--- config.mk ---
export PLATFORM = sky130hd
export DESIGN_NAME = control_sequencer_flat
export DESIGN_NICKNAME = d
export VERILOG_FILES = /design/src/rtl/control_sequencer_if.sv /design/src/rtl/control_sequencer.sv /design/src/flat_wrapper.sv
export SDC_FILE = /design/constraint.sdc
export NUM_CORES = 1
export LEC_CHECK = 0
export CAP_MARGIN = 20
export CORE_ASPECT_RATIO = 0.9
export CORE_UTILIZATION = 45
export CTS_BUF_LIST = sky130_fd_sc_hd__clkbuf_16
export CTS_CLUSTER_DIAMETER = 200
export DETAILED_ROUTE_END_ITERATION = 10
export PLACE_DENSITY = 0.75
export SLEW_MARGIN = 20
export SYNTH_ARGS = -nofsm -noshare
export SYNTH_HDL_FRONTEND = slang
export SYNTH_SLANG_ARGS = --single-unit
--- constraint.sdc ---
create_clock -name clock -period 2.17 [get_ports clock]
set_input_delay 0.434 -clock clock [delete_from_list [all_inputs] [get_ports clock]]
set_output_delay 0.434 -clock clock [all_outputs]
set_load 0.01 [all_outputs]
--- src/rtl/control_sequencer_if.sv ---
// Handshake and status bundle between the control sequencer and the CPU datapath.
// The sequencer uses the slave view; the datapath (or a bench) drives through master.
interface control_sequencer_if #(
  parameter int IR_W = 32
);
  logic            stop;
  logic [IR_W-1:0] ir;
  logic            mem_ready;
  logic            con_ff;
  logic [27:0]     ctrl;
  logic            run;
  logic [1:0]      err;
  logic [5:0]      state;

  modport master (output stop, ir, mem_ready, con_ff, input ctrl, run, err, state);
  modport slave  (input stop, ir, mem_ready, con_ff, output ctrl, run, err, state);
endinterface

--- src/rtl/control_sequencer.sv ---
// Multi-cycle Moore control FSM for the bus CPU: fetch, opcode decode and one control
// word per clock, with memory-ready timeout, mul/div hold and branch-not-taken shortcut.
module control_sequencer #(
  parameter int IR_W       = 32,
  parameter int MD_CYCLES  = 1,
  parameter int WAIT_LIMIT = 16,
  parameter bit BR_SKIP    = 1'b1
) (
  input logic               clock,
  input logic               clear_n,
  control_sequencer_if.slave bus
);
  localparam logic [27:0]
    PCOUT = 28'd1 << 0,  ZHIGHOUT = 28'd1 << 1,  ZLOWOUT = 28'd1 << 2,  MDROUT = 28'd1 << 3,
    MARIN = 28'd1 << 4,  PCIN = 28'd1 << 5,      MDRIN = 28'd1 << 6,    IRIN = 28'd1 << 7,
    YIN = 28'd1 << 8,    INCPC = 28'd1 << 9,     READ = 28'd1 << 10,    HIIN = 28'd1 << 11,
    LOIN = 28'd1 << 12,  HIOUT = 28'd1 << 13,    LOOUT = 28'd1 << 14,   ZIN = 28'd1 << 15,
    COUT = 28'd1 << 16,  WRITE = 28'd1 << 17,    GRA = 28'd1 << 18,     GRB = 28'd1 << 19,
    GRC = 28'd1 << 20,   RIN = 28'd1 << 21,      ROUT = 28'd1 << 22,    BAOUT = 28'd1 << 23,
    CONIN = 28'd1 << 24, INPORTIN = 28'd1 << 25, OUTPORTIN = 28'd1 << 26,
    INPORTOUT = 28'd1 << 27;

  localparam logic [7:0] WAIT_LAST = 8'(WAIT_LIMIT - 1);
  localparam logic [7:0] MD_LAST   = 8'(MD_CYCLES - 1);

  typedef enum logic [5:0] {
    S_RESET, S_HALT, S_F0, S_F1, S_F2,
    S_ALU3, S_ALU4, S_ALU5, S_IMM3, S_IMM4, S_IMM5,
    S_MD3, S_MD4, S_MD5, S_MD6, S_NN3, S_NN4,
    S_LD3, S_LD4, S_LD5, S_LD6, S_LD7, S_LDI5, S_ST6, S_ST7,
    S_BR3, S_BR4, S_BR5, S_BR6, S_JR3, S_JAL3, S_JAL4,
    S_MFHI3, S_MFLO3, S_IN3, S_OUT3, S_NOP3
  } state_e;

  state_e      state_q, state_d, instr_end;
  logic [7:0]  cnt_q, cnt_d;
  logic [1:0]  err_q, err_d;
  logic [27:0] ctrl_w;
  logic [4:0]  opcode;
  logic        br_skip;
  logic        unused_ir_bits;

  assign opcode         = bus.ir[IR_W-1 -: 5];
  assign unused_ir_bits = ^bus.ir[IR_W-6:0];
  assign br_skip        = BR_SKIP && !bus.con_ff;

  function automatic logic [7:0] sat_inc(input logic [7:0] v);
    return (v == 8'hFF) ? v : v + 8'd1;
  endfunction

  always_ff @(posedge clock or negedge clear_n) begin
    if (!clear_n) begin
      state_q <= S_RESET;
      cnt_q   <= '0;
      err_q   <= '0;
    end else begin
      state_q <= state_d;
      cnt_q   <= cnt_d;
      err_q   <= err_d;
    end
  end

  // One counter serves both memory-wait and mul/div hold; it clears whenever the state moves.
  always_comb begin
    instr_end = bus.stop ? S_HALT : S_F0;
    state_d   = state_q;
    cnt_d     = '0;
    err_d     = err_q;
    case (state_q)
      S_RESET: state_d = S_F0;
      S_F0:    state_d = S_F1;
      S_F1, S_LD6, S_ST7: begin
        if (bus.mem_ready)
          state_d = (state_q == S_F1) ? S_F2 : (state_q == S_LD6) ? S_LD7 : instr_end;
        else if (cnt_q == WAIT_LAST) begin
          state_d  = S_HALT;
          err_d[1] = 1'b1;
        end else
          cnt_d = sat_inc(cnt_q);
      end
      S_F2: begin
        case (opcode) inside
          [5'd0:5'd2]:   state_d = S_LD3;
          [5'd3:5'd11]:  state_d = S_ALU3;
          [5'd12:5'd14]: state_d = S_IMM3;
          5'd15, 5'd16:  state_d = S_MD3;
          5'd17, 5'd18:  state_d = S_NN3;
          5'd19:         state_d = S_BR3;
          5'd20:         state_d = S_JR3;
          5'd21:         state_d = S_JAL3;
          5'd22:         state_d = S_IN3;
          5'd23:         state_d = S_OUT3;
          5'd24:         state_d = S_MFHI3;
          5'd25:         state_d = S_MFLO3;
          5'd26:         state_d = S_NOP3;
          5'd27:         state_d = S_HALT;
          default: begin
            state_d  = S_HALT;
            err_d[0] = 1'b1;
          end
        endcase
      end
      S_ALU3: state_d = S_ALU4;
      S_ALU4: state_d = S_ALU5;
      S_IMM3: state_d = S_IMM4;
      S_IMM4: state_d = S_IMM5;
      S_MD3:  state_d = S_MD4;
      S_MD4: begin
        if (cnt_q == MD_LAST) state_d = S_MD5;
        else                  cnt_d   = sat_inc(cnt_q);
      end
      S_MD5:  state_d = S_MD6;
      S_NN3:  state_d = S_NN4;
      S_LD3:  state_d = S_LD4;
      S_LD4:  state_d = (opcode == 5'd1) ? S_LDI5 : S_LD5;
      S_LD5:  state_d = (opcode == 5'd2) ? S_ST6 : S_LD6;
      S_ST6:  state_d = S_ST7;
      S_BR3:  state_d = S_BR4;
      S_BR4:  state_d = br_skip ? instr_end : S_BR5;
      S_BR5:  state_d = S_BR6;
      S_JAL3: state_d = S_JAL4;
      S_ALU5, S_IMM5, S_MD6, S_NN4, S_LD7, S_LDI5, S_BR6, S_JR3, S_JAL4,
      S_MFHI3, S_MFLO3, S_IN3, S_OUT3, S_NOP3: state_d = instr_end;
      default: state_d = S_HALT;
    endcase
  end

  // con_ff is itself a flop set by CONin in T3, so gating the T4 word keeps outputs glitch-free.
  always_comb begin
    ctrl_w = '0;
    case (state_q)
      S_F0:    ctrl_w = PCOUT | MARIN | INCPC | ZIN;
      S_F1:    ctrl_w = ZLOWOUT | PCIN | READ | MDRIN;
      S_F2:    ctrl_w = MDROUT | IRIN;
      S_ALU3:  ctrl_w = GRB | ROUT | YIN;
      S_ALU4:  ctrl_w = GRC | ROUT | ZIN;
      S_ALU5:  ctrl_w = GRA | RIN | ZLOWOUT;
      S_IMM3:  ctrl_w = GRB | ROUT | YIN;
      S_IMM4:  ctrl_w = COUT | ZIN;
      S_IMM5:  ctrl_w = GRA | RIN | ZLOWOUT;
      S_MD3:   ctrl_w = GRA | ROUT | YIN;
      S_MD4:   ctrl_w = GRB | ROUT | ZIN;
      S_MD5:   ctrl_w = LOIN | ZLOWOUT;
      S_MD6:   ctrl_w = HIIN | ZHIGHOUT;
      S_NN3:   ctrl_w = GRB | ROUT | ZIN;
      S_NN4:   ctrl_w = GRA | RIN | ZLOWOUT;
      S_LD3:   ctrl_w = GRB | BAOUT | YIN;
      S_LD4:   ctrl_w = COUT | ZIN;
      S_LD5:   ctrl_w = ZLOWOUT | MARIN;
      S_LD6:   ctrl_w = READ | MDRIN;
      S_LD7:   ctrl_w = MDROUT | GRA | RIN;
      S_LDI5:  ctrl_w = ZLOWOUT | GRA | RIN;
      S_ST6:   ctrl_w = GRA | ROUT | MDRIN;
      S_ST7:   ctrl_w = WRITE;
      S_BR3:   ctrl_w = GRA | ROUT | CONIN;
      S_BR4:   ctrl_w = br_skip ? 28'd0 : (PCOUT | YIN);
      S_BR5:   ctrl_w = COUT | ZIN;
      S_BR6:   ctrl_w = ZLOWOUT | PCIN;
      S_JR3:   ctrl_w = GRA | ROUT | PCIN;
      S_JAL3:  ctrl_w = PCOUT | GRB | RIN;
      S_JAL4:  ctrl_w = GRA | ROUT | PCIN;
      S_MFHI3: ctrl_w = GRA | RIN | HIOUT;
      S_MFLO3: ctrl_w = GRA | RIN | LOOUT;
      S_IN3:   ctrl_w = GRA | RIN | INPORTOUT;
      S_OUT3:  ctrl_w = GRA | ROUT | OUTPORTIN;
      default: ctrl_w = '0;
    endcase
  end

  assign bus.ctrl  = ctrl_w;
  assign bus.run   = (state_q != S_RESET) && (state_q != S_HALT);
  assign bus.err   = err_q;
  assign bus.state = state_q;
endmodule

--- src/flat_wrapper.sv ---
// flat-port wrapper written by rule: the top's interface ports become plain ports
module control_sequencer_flat 
#(
  parameter int IR_W       = 32,
  parameter int MD_CYCLES  = 1,
  parameter int WAIT_LIMIT = 16,
  parameter bit BR_SKIP    = 1'b1
)
  (clock, clear_n, bus_stop, bus_ir, bus_mem_ready, bus_con_ff, bus_ctrl, bus_run, bus_err, bus_state);
  control_sequencer_if #(.IR_W(IR_W)) bus_i ();
  input logic clock;
  input logic clear_n;
  input wire logic [$bits(bus_i.stop)-1:0] bus_stop;
  input wire logic [$bits(bus_i.ir)-1:0] bus_ir;
  input wire logic [$bits(bus_i.mem_ready)-1:0] bus_mem_ready;
  input wire logic [$bits(bus_i.con_ff)-1:0] bus_con_ff;
  output wire logic [$bits(bus_i.ctrl)-1:0] bus_ctrl;
  output wire logic [$bits(bus_i.run)-1:0] bus_run;
  output wire logic [$bits(bus_i.err)-1:0] bus_err;
  output wire logic [$bits(bus_i.state)-1:0] bus_state;
  assign bus_i.stop = bus_stop;
  assign bus_i.ir = bus_ir;
  assign bus_i.mem_ready = bus_mem_ready;
  assign bus_i.con_ff = bus_con_ff;
  assign bus_ctrl = bus_i.ctrl;
  assign bus_run = bus_i.run;
  assign bus_err = bus_i.err;
  assign bus_state = bus_i.state;
  control_sequencer #(.IR_W(IR_W), .MD_CYCLES(MD_CYCLES), .WAIT_LIMIT(WAIT_LIMIT), .BR_SKIP(BR_SKIP)) u_core (.clock(clock), .clear_n(clear_n), .bus(bus_i));
endmodule
* After elaboration in Yosys (flattened, before gate mapping)
Cells that the tools add are included.
Operators by class: bitwise operators 15, equal/unequal tests 55, reduce and logical (&&, ||, !) cells 19, add/sub/neg operators 1, magnitude comparators 6, muxes and demuxes 30
Operators by type and width (number):
- 28-bit case mux with 26 select lines | 1
- 6-bit case mux with 21 select lines | 1
- 6-bit two-way mux | 19
- 6-bit by 5-bit equality test with 1-bit output (second input constant) | 16
- 5-bit equality test (second input constant) | 12
- 6-bit by 4-bit equality test with 1-bit output (second input constant) | 8
- 8-bit two-way mux | 4
- 6-bit equality test (second input constant) | 5
- 6-bit by 3-bit equality test with 1-bit output (second input constant) | 4
- 8-bit case mux with 2 select lines | 1
- 1-bit inverter | 15
- 15-bit AND reduction | 1
- 14-bit OR reduction | 1
- 6-bit by 2-bit equality test with 1-bit output (second input constant) | 2
- 5-bit by 4-bit <= comparator with 1-bit output (second input constant) | 2
- 2-bit OR reduction | 5
- 9-bit two-way mux | 1
- 8-bit by 1-bit adder with 8-bit output (second input constant) | 1
- 8-bit by 4-bit equality test with 1-bit output (second input constant) | 1
- 8-bit equality test (second input constant) | 1
- 8-bit zero test | 1
- 6-bit zero test | 1
- 6-bit by 1-bit != test with 1-bit output (second input constant) | 1
- 6-bit nonzero test | 1
- 16 further kinds | 21
Storage, ports and cells: flip-flop bits (word level) 16, output and inout port bits 37, word-level logic and storage cells 130

* Logic depth before layout (Yosys ltp)
depth after elaboration 15, gate-level depth with buffers 9

* Worst setup path after synthesis
OpenSTA, ideal clock, no wires.
path type register -> output, start point reg u_core.state_q[3], in the netlist u_core.bus.state[3], end point out bus_ctrl[2], arrival 1703 ps, path slack 33 ps, stages on the path, launching flop included 7, cell sequence dfrtp_1 -> buf_2 -> clkbuf_1 -> buf_1 -> buf_2 -> nor3_1 -> nor3_1
On the way: word-level cells in the longest chain between the ends 3
RTL lines:
- start, declared | line control_sequencer.sv:35 | state_e state_q, state_d, instr_end;
- start signal, assigned | line control_sequencer.sv:57 | state_q <= state_d;
- 6-bit by 3-bit equality test with 1-bit output, or another cell as far along | line control_sequencer.sv:131 | case (state_q)
- 4-bit OR reduction (no line), or another cell as far along
- 28-bit case mux with 26 select lines * | line control_sequencer.sv:131
- end, declared | line flat_wrapper.sv:17 | output wire logic [$bits(bus_i.ctrl)-1:0] bus_ctrl;
Every way passes the cells marked *; elsewhere a longest branch is shown, timed or not.

* Worst setup path after layout
start point reg u_core.state_q[1], in the netlist u_core.bus.state[1], end point out bus_ctrl[18]
Same word-level chain as after synthesis.

==> flow_metrics.py <==
metrics = {
    "power_and_ir_drop": {
        "switching_share": 0.467,
        "power.density_nw_per_um2": 1210,
        "p_clk_frac": 0.081,
        "p_sw_mw": 2.09,
        "seqPwrFrac": 0.098,
        "p_int_mw": 2.39,
        "p_leak_nw": 1.70,
        "finalPower_mw": 4.48,
        "power_frac_comb": 0.821,
        "vdd_drop_max_v": 0.000621,
    },
    "timing": {
        "rsz0062_at_grt": "true",
        "final.setup.worst_slack_ps": -155,
        "relSlewSlack": 0.523,
        "worst_pin_slew_ps": 714,
        "drv_slew": 0,
        "hold_violations": 0,
        "whs_ps": 463,
        "finClkSkew_ps": 1.51,
        "fin_crit_ps": 2330,
        "finalCritPeriodShare": 1.07,
        "clock.fmax_mhz": 430,
        "setup_viol": 17,
    },
    "run_status": {
        "status": "finished with violations",
        "violations": "setup timing",
    },
    "synthesis": {
        "ys.warnings.count": 0,
        "ys_seq_area_frac": 0.185,
        "synth_top_cell_by_area": "dfrtp_1",
        "synth_async_sr_flop_share": 1.00,
        "synth_nets": 349,
        "synthesis.area_um2": 2160,
        "synthSimpleGateAreaFrac": 0.390,
        "synth_adder_area_share": 0.0116,
        "synth-seq-cells": 16,
        "synth_top_family_by_area": "simple AND/OR/NAND/NOR gates",
        "synth_flop_cell": "dfrtp_1",
        "postSynthAreaPerCell_um2": 6.98,
        "synth_mux_area_frac": 0.0249,
        "ys_types": 71,
        "synth_cells": 310,
        "synth_edf_count": 0,
        "synth_top_area_share": 0.185,
        "synthTopCellsByArea": "dfrtp_1, nor2_1, nand2_1",
        "synth_compound_area_frac": 0.256,
        "synth_xor_area_frac": 0.0243,
    },
    "die": {
        "rows": 23,
        "ios": 74,
        "fp.dieH_um": 67.8,
        "die_x_um": 75.1,
        "initial_core_util": 0.476,
        "fp.dieArea_um2": 5090,
        "design.core.area_um2": 4550,
    },
    "cells_and_area": {
        "final_common_cell": "buf_4",
        "final_cell_area_um2": 3700,
        "nNetsFinal": 477,
        "diodes": 0,
        "most-common-layout-cells": "buf_4, nor2_1, nand2_1, buf_6",
        "drive_gt1_frac": 0.437,
        "area_growth_pct": 70.8,
    },
    "placed_design": {
        "hpwl_mm": 6.01,
        "portBuffers": 45,
        "placed_area_um2": 3210,
        "globalplace.congestion": 1.06,
    },
    "critical_path": {
        "worstSetupStartpointType": "flop",
        "cp_max_fo": 8,
        "critPathArrivalTime_ps": 1890,
        "required_ps": 1740,
        "critPathKind": "flop to output port",
        "cp-end-kind": "output port",
    },
    "clocking": {
        "cts_root_buffer": "clkbuf_16",
        "cts.sinks": 16,
        "h-tree-depth": 1,
        "insertion_delay_ps": 250,
        "clk_pin_slew_ps": 50,
        "cts_buffer_depth": 2,
        "cts_tree": "built",
        "cts_buffers": 3,
    },
    "global_routing": {
        "grt_use_total": 0.364,
        "grt_max_degree": 18,
        "grt_pass1_wl_mm": 13.8,
        "grt-ovfl-total": 0,
        "grt_pass1_vias": 2811,
        "antenna_found_initial": 0,
    },
    "route": {
        "wl_per_cell_um": 20.6,
        "ant_nets": 0,
        "firstDrtPassIters": 5,
        "routed_wl_mm": 10.3,
        "drc": 0,
        "drt_iter0_drc": 428,
        "via_per_inst": 6.36,
        "num_vias": 3174,
    },
    "min_path": {
        "min_path_type": "flop to flop",
    },
    "job": {
        "maxCapViolCount": 0,
    },
}
==> layout make-up <==
| cell class | instances | area [um2] |
|---|---|---|
| clock inverters | 1 | 3.75 |
| multi-input cells | 253 | 1820 |
| well taps | 62 | 77.6 |
| inverters | 7 | 26.3 |
| clock buffers | 3 | 75.1 |
| flip-flops and latches | 16 | 405 |
| repair buffers | 157 | 1290 |
| fillers | 303 | 851 |
==> synthesized netlist by cell type (7+ instances only) <==
cell and number:
nand2b_1 11, nand3_1 15, dfrtp_1 16, o22ai_1 7, nor3_1 15, nor2_1 49, o21ai_0 10, nand2_1 26
buf_2 12, nor2b_1 8, a21oi_1 15
==> per-layer routing <==
metal / wire (um) / global-route usage
met1: 3900 / 0.460
met2: 4640 / 0.625
met3: 1200 / 0.0567
met4: 540 / 0.127
met5: 0 / 0
==> worst max-delay path, cell delays in order, from the launching register on <==
cell	delay, ps
dfrtp_1	410
buf_12	150
buf_4	140
buf_4	160
a31oi_1	170
nor2_1	60
a221oi_1	260
o21ai_1	120
clkbuf_2	150
==> what timing repair did <==
action / 4_1_cts / 5_1_grt
resized for setup: 111 / 63
pin swaps: 5 / 20
hold buffers: 0 / 0
setup buffers: 11 / 9
endpoints found under the setup margin: 40 / 36
==> stage by stage <==
stage / util / instances / setup WS [ps] / TNS (ps)
floorplan: - / 310 / 32.9 / 0
global placement: 0.706 / 476 / -333 / -3380
detailed placement: 0.706 / 476 / -408 / -4220
CTS: 0.753 / 491 / -124 / -331
global route: 0.813 / 499 / -268 / -2220
finish: 0.813 / 499 / -155 / -781
==> final timing paths <==
kind | end | slack [ps] | startpoint | depth (start not counted)
setup / recovery | bus_ctrl[18] | -160 | u_core.bus.state[1]$_DFFE_PN0P_ | 8
max in group asynchronous | u_core.bus.state[4]$_DFFE_PN0P_ | 1060 | clear_n | 1
min in group asynchronous | u_core.cnt_q[7]$_DFF_PN0_ | 610 | clear_n | 1
setup reg to reg | u_core.bus.state[3]$_DFFE_PN0P_ | -30 | u_core.bus.state[0]$_DFFE_PN0P_ | 9
hold / removal | u_core.bus.err[1]$_DFFE_PN0P_ | 460 | u_core.bus.err[1]$_DFFE_PN0P_ | 1
hold reg to reg | u_core.bus.err[1]$_DFFE_PN0P_ | 460 | u_core.bus.err[1]$_DFFE_PN0P_ | 1
==> sequential cells by signal (all words and copies together), names as in the netlist <==
name and flops:
u_core.bus.err 2, u_core.bus.state 6, u_core.cnt_q 8
==> power groups by stage <==
stage,Sequential (mW),Combinational (mW),Clock [mW]
2_1_floorplan,0.416,1.49,0
3_3_place_gp,0.441,2.77,0
3_5_place_dp,0.443,2.82,0
4_1_cts,0.425,3.03,0.358
5_1_grt,0.438,3.86,0.376
6_report,0.438,3.68,0.362
==> cell families after synthesis <==
logic type / Yosys count
mux: 5
xor+xnor: 6
fa+ha+maj: 2
compound gates: 79
simple gates: 160
other cells: 1
buf+inv: 41
flops: 16
Note: power is estimated with default switching activity, not from simulation.
